[src/rtl/fetch_unit.sv]
// Instruction fetch stage: one outstanding 32-bit bus read, valid/ready delivery
// to the decoder, redirect handling and fault reporting with halt-until-redirect.
module fetch_unit #(
  parameter logic [31:0] RESET_PC = 32'h0000_0000
) (
  input  logic        I_clk,
  input  logic        I_reset,
  input  logic        I_pc_load,
  input  logic [31:0] I_next_pc,
  input  logic        I_dec_ready,
  output logic        O_bus_req,
  output logic [31:0] O_bus_addr,
  input  logic        I_bus_ack,
  input  logic [31:0] I_bus_data,
  input  logic        I_bus_err,
  output logic        O_valid,
  output logic [31:0] O_instr,
  output logic [31:0] O_pc,
  output logic        O_fault,
  output logic [1:0]  O_fault_cause
);

  localparam logic [31:0] NOP = 32'h0000_0013;

  typedef enum logic [1:0] {REQ, WAIT, HOLD, HALT} state_t;

  state_t      r_state, w_state_next;
  logic [31:0] r_pc, w_pc_next;
  logic        r_kill, w_kill_next;
  logic        r_bus_req;
  logic [31:0] r_bus_addr, w_bus_addr_next;
  logic        r_valid;
  logic [31:0] r_instr, w_instr_next;
  logic [31:0] r_opc, w_opc_next;
  logic        r_fault, w_fault_next;
  logic [1:0]  r_cause, w_cause_next;

  // Request and valid are registered decodes of the next state so both are glitch-free.
  always_ff @(posedge I_clk) begin
    if (I_reset) begin
      r_state    <= REQ;
      r_pc       <= RESET_PC;
      r_kill     <= 1'b0;
      r_bus_req  <= 1'b0;
      r_bus_addr <= 32'h0;
      r_valid    <= 1'b0;
      r_instr    <= NOP;
      r_opc      <= 32'h0;
      r_fault    <= 1'b0;
      r_cause    <= 2'b00;
    end else begin
      r_state    <= w_state_next;
      r_pc       <= w_pc_next;
      r_kill     <= w_kill_next;
      r_bus_req  <= (w_state_next == WAIT);
      r_bus_addr <= w_bus_addr_next;
      r_valid    <= (w_state_next == HOLD);
      r_instr    <= w_instr_next;
      r_opc      <= w_opc_next;
      r_fault    <= w_fault_next;
      r_cause    <= w_cause_next;
    end
  end

  always_comb begin
    w_state_next    = r_state;
    w_pc_next       = r_pc;
    w_kill_next     = r_kill;
    w_bus_addr_next = r_bus_addr;
    w_instr_next    = r_instr;
    w_opc_next      = r_opc;
    w_fault_next    = r_fault;
    w_cause_next    = r_cause;

    case (r_state)
      REQ: begin
        if (I_pc_load) begin
          w_pc_next = I_next_pc;
        end else if (r_pc[1:0] != 2'b00) begin
          w_instr_next = NOP;
          w_opc_next   = r_pc;
          w_fault_next = 1'b1;
          w_cause_next = 2'b01;
          w_state_next = HOLD;
        end else begin
          w_bus_addr_next = r_pc;
          w_state_next    = WAIT;
        end
      end

      // A redirect never aborts the bus cycle; it marks the response as stale instead.
      WAIT: begin
        if (I_bus_ack) begin
          w_kill_next = 1'b0;
          if (I_pc_load || r_kill) begin
            w_state_next = REQ;
            if (I_pc_load) w_pc_next = I_next_pc;
          end else begin
            w_opc_next   = r_bus_addr;
            w_fault_next = I_bus_err;
            w_cause_next = I_bus_err ? 2'b10 : 2'b00;
            w_instr_next = I_bus_err ? NOP : I_bus_data;
            w_state_next = HOLD;
          end
        end else if (I_pc_load) begin
          w_pc_next   = I_next_pc;
          w_kill_next = 1'b1;
        end
      end

      HOLD: begin
        if (I_pc_load) begin
          w_pc_next    = I_next_pc;
          w_state_next = REQ;
        end else if (I_dec_ready) begin
          if (r_fault) begin
            w_state_next = HALT;
          end else begin
            w_pc_next    = r_pc + 32'd4;
            w_state_next = REQ;
          end
        end
      end

      HALT: begin
        if (I_pc_load) begin
          w_pc_next    = I_next_pc;
          w_state_next = REQ;
        end
      end

      default: w_state_next = REQ;
    endcase
  end

  assign O_bus_req     = r_bus_req;
  assign O_bus_addr    = r_bus_addr;
  assign O_valid       = r_valid;
  assign O_instr       = r_instr;
  assign O_pc          = r_opc;
  assign O_fault       = r_fault;
  assign O_fault_cause = r_cause;

endmodule

[config.mk]
export PLATFORM = sky130hd
export DESIGN_NAME = fetch_unit
export DESIGN_NICKNAME = d
export VERILOG_FILES = /design/src/rtl/fetch_unit.sv
export SDC_FILE = /design/constraint.sdc
export NUM_CORES = 1
export LEC_CHECK = 0
export ABC_AREA = 1
export CAP_MARGIN = 20
export CORE_MARGIN = 4
export CORE_UTILIZATION = 49
export DETAILED_ROUTE_END_ITERATION = 6
export GPL_TIMING_DRIVEN = 0
export PLACE_DENSITY = 0.81
export SETUP_SLACK_MARGIN = 0.4
export SLEW_MARGIN = 30
export SYNTH_ARGS = -nofsm -noshare
export SYNTH_HDL_FRONTEND = slang
export SYNTH_SLANG_ARGS = --single-unit
[constraint.sdc]
create_clock -name I_clk -period 1.6 [get_ports I_clk]
set_input_delay 0.32 -clock I_clk [delete_from_list [all_inputs] [get_ports I_clk]]
set_output_delay 0.32 -clock I_clk [all_outputs]
set_load 0.02 [all_outputs]
# Yosys cells after proc, flatten, opt, wreduce, memory -nomap -nowiden
# Index checks and enable logic that the tools add are counted.
# word_totals
inputBits	70
output_inout_bits	101
ff_bits	136
# op_classes
add_sub_neg	1
n_reduce_logical	10
muxes	40
bitwise_logic	2
eq_ne	12
# ops
op	n
$mux W32	15
$pmux W32 S2	2
$pmux W32 S3	1
$add A32 B3 Y32 const B	1
$mux W2	13
$ne A3 B3 Y1 const B	3
$ne A2 B2 Y1 const B	4
$pmux W2 S4	1
$eq A2 B2 Y1 const B	3
$mux W1	6
$reduce_and A3 Y1	2
$reduce_bool A2 Y1	3
$reduce_and A5 Y1	1
$eq A2 B1 Y1 const B	2
$pmux W2 S2	1
$logic_not A2 Y1	1
$not A1 Y1	2
$pmux W1 S2	1
$reduce_and A2 Y1	1
$reduce_or A2 Y1	1
$logic_or A1 B1 Y1	1

# Longest topological paths before layout
# depth
ltp_word	5
ltp_mapped	10

# Least setup slack after synthesis
# OpenSTA, ideal clock, no wires.
# synth_timing
path_type	reg-to-reg
from	register r_pc[2]
to	register r_pc[22]
path_buffers	0
required_time_ps	1468
stages_incl_launch_ff	11
setup_ps	132
synth_period_minus_slack_ps	1436
arrival_time_ps	1304
setup_slack_ps	164
path_cell_list	dfxtp_1 ha_1 nand2_1 nor2_2 nand2_1 nor2_2 nand3_1 nand2_1 nand2_1 nand2_1 a21oi_2
# synth_between
elab_chain_len	5
# synth_lines
element	line	text
start, declared	28	logic [31:0] r_pc, w_pc_next;
start signal, assigned	53	r_pc <= w_pc_next;
$add A32 B3 Y32	119	w_pc_next = r_pc + 32'd4;
$mux W32	116	if (r_fault) begin
$mux W32	115	end else if (I_dec_ready) begin
$mux W32	112	if (I_pc_load) begin
$pmux W32 S3	75	case (r_state)
# No other way between the ends. The select of a mux whose other input is x is not followed.
# A chain may end at the register's enable or synchronous reset.

# Worst setup path after layout
# layout_timing
from	register r_state[1]
to	register r_opc[17], in the netlist O_pc[17]
# layout_between
elab_chain_len	3
word_cells_on_any_way	9
classes_between	eq/ne: 5; mux: 1; reduce/logical: 3
# layout_lines
element	line	text
start, declared	27	state_t r_state, w_state_next;
start signal, assigned	52	r_state <= w_state_next;
$eq A2 B1 Y1 or $logic_not A2 Y1 (tied branches)	75	
$ne A2 B2 Y1 (no source line) or $reduce_bool A2 Y1 (tied branches)	-	
$reduce_and A5 Y1 (no source line)	-	
end signal, assigned	59	r_opc <= w_opc_next;
end, declared	34	logic [31:0] r_opc, w_opc_next;
# Several ways; a longest one is shown, not always the timed one.

==> results.txt <==
----------------------------------------------------
[CTS]
  Clock sink total ... 136
  Clock root buffer ... clkbuf_16
  Inserted Clock Buffers ... 17
  Clock-pin slew reported for the worst setup and hold paths after clock tree synthesis ... 0.06 ns
  Clock insertion delay at the later pin of the skew report ... 0.43 ns
  Clock tree from TritonCTS ... yes
  Number of buffers between clock root and the deepest sink ... 2
  H-tree levels ... 4

[Synthesis]
  Share of synthesized flip-flops with an asynchronous set or reset ... 0%
  Mean cell area of the mapped netlist ... 7.39 um^2
  Biggest area consumer among synthesized cells ... dfxtp_1
  Mapped Area ... 6420 um^2
  Number of enable flip-flop cells after synthesis ... 0
  Syn Nets ... 940
  Most instantiated flip-flop cell in the synthesis netlist ... dfxtp_1
  Number of storage elements in the synthesis netlist ... 136
  Seq/Total Area, Yosys ... 42.4%
  Number of warnings reported in the yosys synthesis log ... 0
  Top-area cell type share of the netlist area ... 42.4%
  Top cells by area in the synthesized netlist ... dfxtp_1 42%, nand2_1 13%, nor2_1 8.1%
  Count of mapped cells out of synthesis ... 869
  Number of distinct standard cells referenced by the synthesized netlist ... 39

[Power]
  Total Power Consumption ... 10.6 mW
  Power Density ... 1000 nW/um^2
  Leakage power figure ... 4.22 nW
  Worst VDD drop ... 0.000568 V

[Floorplan]
  Die area ... 15000 um^2
  Die width ... 122 um
  Num ports ... 171
  CORE AREA ... 12700 um^2
  Chip height ... 122 um
  Number of placement rows ... 41
  Initial Utilization ... 50.5%

[Global routing]
  GRT met3 Usage ... 9.63%
  First-pass GRT wire length ... 41400 um
  Number of antenna violations at the first check in global routing ... 0
  Final global-route overflow total ... 0
  Maximum number of pins on one net before global-route repair ... 17
  Global-route met2 utilization ... 63.2%
  Met1 track demand over resource in global routing ... 39.2%
  Routing layer with the top usage in global route ... met2
  Aggregate global-route resource usage ... 36.2%
  Vias in the first global route ... 7705

[Worst hold path]
  Origin of the worst min-delay path ... I_pc_load
  Worst hold path type ... input port to flip-flop

[Run status]
  Result of the run ... finished, violations left
  Failing checks ... design-rule violations, negative setup slack

[Critical path]
  Setup crit end kind ... flip-flop
  Element type at the critical path start ... flip-flop
  Slowest stage cell, crit path ... dfxtp_4
  Largest fanout of any net on the critical path ... 7
  Required time worst endpoint ... 1.90 ns
  Timing startpoint of the critical path ... r_state[1]$_SDFF_PP0_
  CP bufs+invs ... 2
  Type of the setup path with the least slack ... flip-flop to flip-flop
  Crit path arrival time ... 1.90 ns
  Worst path most repeated cell ... nand2_4
  Slack of the worst reg-to-reg path ... -0.006 ns
  Largest stage delay, worst path ... 0.37 ns
  Delay-heaviest family, CP ... simple AND/OR/NAND/NOR gates
  Cell Chain, Critical Path ... inv_4, nand2_4, nor2_4, nand2_4, nand2_4, buf_8, nor2_1, a311oi_1
  Startpoint of the worst register-to-register path ... r_state[1]$_SDFF_PP0_

[Layout]
  Leading cell types in the layout, fill and taps excluded ... 211 x nand2_1, 121 x nor2_1, 115 x buf_6, 112 x dfxtp_2, 83 x buf_4
  Final net count ... 1216
  Share of final-layout standard cells stronger than drive strength 1 ... 45.5%
  Util after Layout ... 82.9%
  Area growth from synthesis to layout ... 64.1%
  Most common cell after layout, fill and taps aside ... nand2_1
  Filler cell count in the final layout ... 735

[Timing]
  Worst Skew ... 0.00989 ns
  Worst Max-Slew Pin Slew ... 0.467 ns
  RSZ-0062 raised after global routing ... yes
  Max-slew violation total from the final report ... 0
  Period Utilization, post-route ... 100%
  Final worst path period need ... 1.61 ns
  Max frequency ... 623 MHz
  Worst slew margin relative to its limit ... 68.9%
  Final-report hold violation count ... 0
  Final worst setup slack ... -0.00640 ns
  # setup viols final ... 1

[Job]
  # Max-Cap Violations ... 0

[Detailed routing]
  Per-cell routed wire length ... 22.7 um
  Count of nets left with antenna violations after detail routing ... 0
  DRT Pass-1 Iters ... 7
  Vias ... 8082
  1st-iter DRT viols ... 910
  Count of unresolved DRC violations after routing ... 2
  Aggregate routed wire length ... 30200 um
  Number of vias per cell ... 6.07

[Place]
  Routability Congestion ... 0.947
  Dpl hpwl ... 17300 um
  IO buf count ... 169

----------------------------------------------------
-- registers in the layout, indices dropped and copies added (netlist names) --
| signal | count |
|---|---|
| O_bus_addr | 32 |
| O_instr | 32 |
| O_pc | 32 |
| r_pc | 32 |
| O_fault_cause | 2 |
| r_state | 2 |
| O_bus_req | 1 |
| O_fault | 1 |
| O_valid | 1 |
| r_kill | 1 |
-- cell families after synthesis --
kind of cell,after synthesis,synth area share [%]
buf+inv,97,7.13
simple gates,447,29.4
compound gates,188,20.9
flops,136,42.4
fa+ha+maj,1,0.195
-- power by group --
| part | switching (mW) | internal (mW) |
|---|---|---|
| Combinational | 1.36 | 1.15 |
| Clock | 1.56 | 2.50 |
| Sequential | 0.324 | 3.69 |
-- layer usage --
metal | routed length (um) | vias up | part of all wire, %
met5 | 0 | - | 0
met2 | 14300 | 657 | 47
li1 | - | 3454 | -
met4 | 2260 | 0 | 7.5
met1 | 10400 | 3771 | 34
met3 | 3310 | 200 | 11
-- worst min-delay path, delay by kind of cell --
family / cells / cell delay, ns
buf+inv: 1 / 0.17
simple gates: 2 / 0.22
-- final cells by class --
type	count	area (um^2)	share of cell area, %
buffer	52	495	4.70
timing repair buffer	256	2550	24.2
antenna	1	2.50	0.0237
inverter	45	186	1.77
clock inverter	11	118	1.12
multi-input combinational	637	3560	33.8
sequential	136	2920	27.7
clock buffer	21	492	4.66
tap	172	215	2.04
-- what timing repair did --
| item | in CTS | in global routing |
|---|---|---|
| gates resized for setup | 807 | 74 |
| setup endpoints to repair | 237 | 232 |
| hold buffers | 0 | 0 |
| setup buffers | 70 | 11 |
| gates cloned | 3 | 4 |
| pin swaps | 19 | 17 |
-- stage by stage --
step / hold slack [ns] / setup slack [ns] / instance area, um^2 / instances / TNS [ns]
floorplan: 0.455 / 0.298 / 6550 / 869 / 0
global placement: 0.448 / -0.470 / 8460 / 1210 / -40.04
detailed placement: 0.452 / -0.522 / 8460 / 1210 / -42.36
CTS: 0.260 / 0.137 / 10200 / 1315 / 0
global route: 0.341 / -0.0356 / 10500 / 1330 / -0.0444
finish: 0.331 / -0.00640 / 10500 / 1331 / -0.00640
-- cell usage after synthesis (all sizes together), types with 3 or more instances --
cell type / n
a21oi: 53
a22oi: 25
a311oi: 31
a31oi: 3
buf: 35
clkbuf: 17
dfxtp: 136
inv: 44
nand2: 231
nand3: 42
nand4: 5
nor2: 157
nor3: 4
o21a: 17
o21ai: 57
or2: 5
-- path summary, 6_finish.rpt --
| check | to | cells after the start |
|---|---|---|
| setup / recovery | O_pc[17]$_SDFFE_PP0P_ | 8 |
| hold reg to reg | O_instr[5]$_SDFFE_PP0P_ | 2 |
| setup reg to reg | O_pc[17]$_SDFFE_PP0P_ | 8 |
| hold / removal | r_kill$_SDFFE_PP0P_ | 3 |
Note: power is estimated with default switching activity, not from simulation.
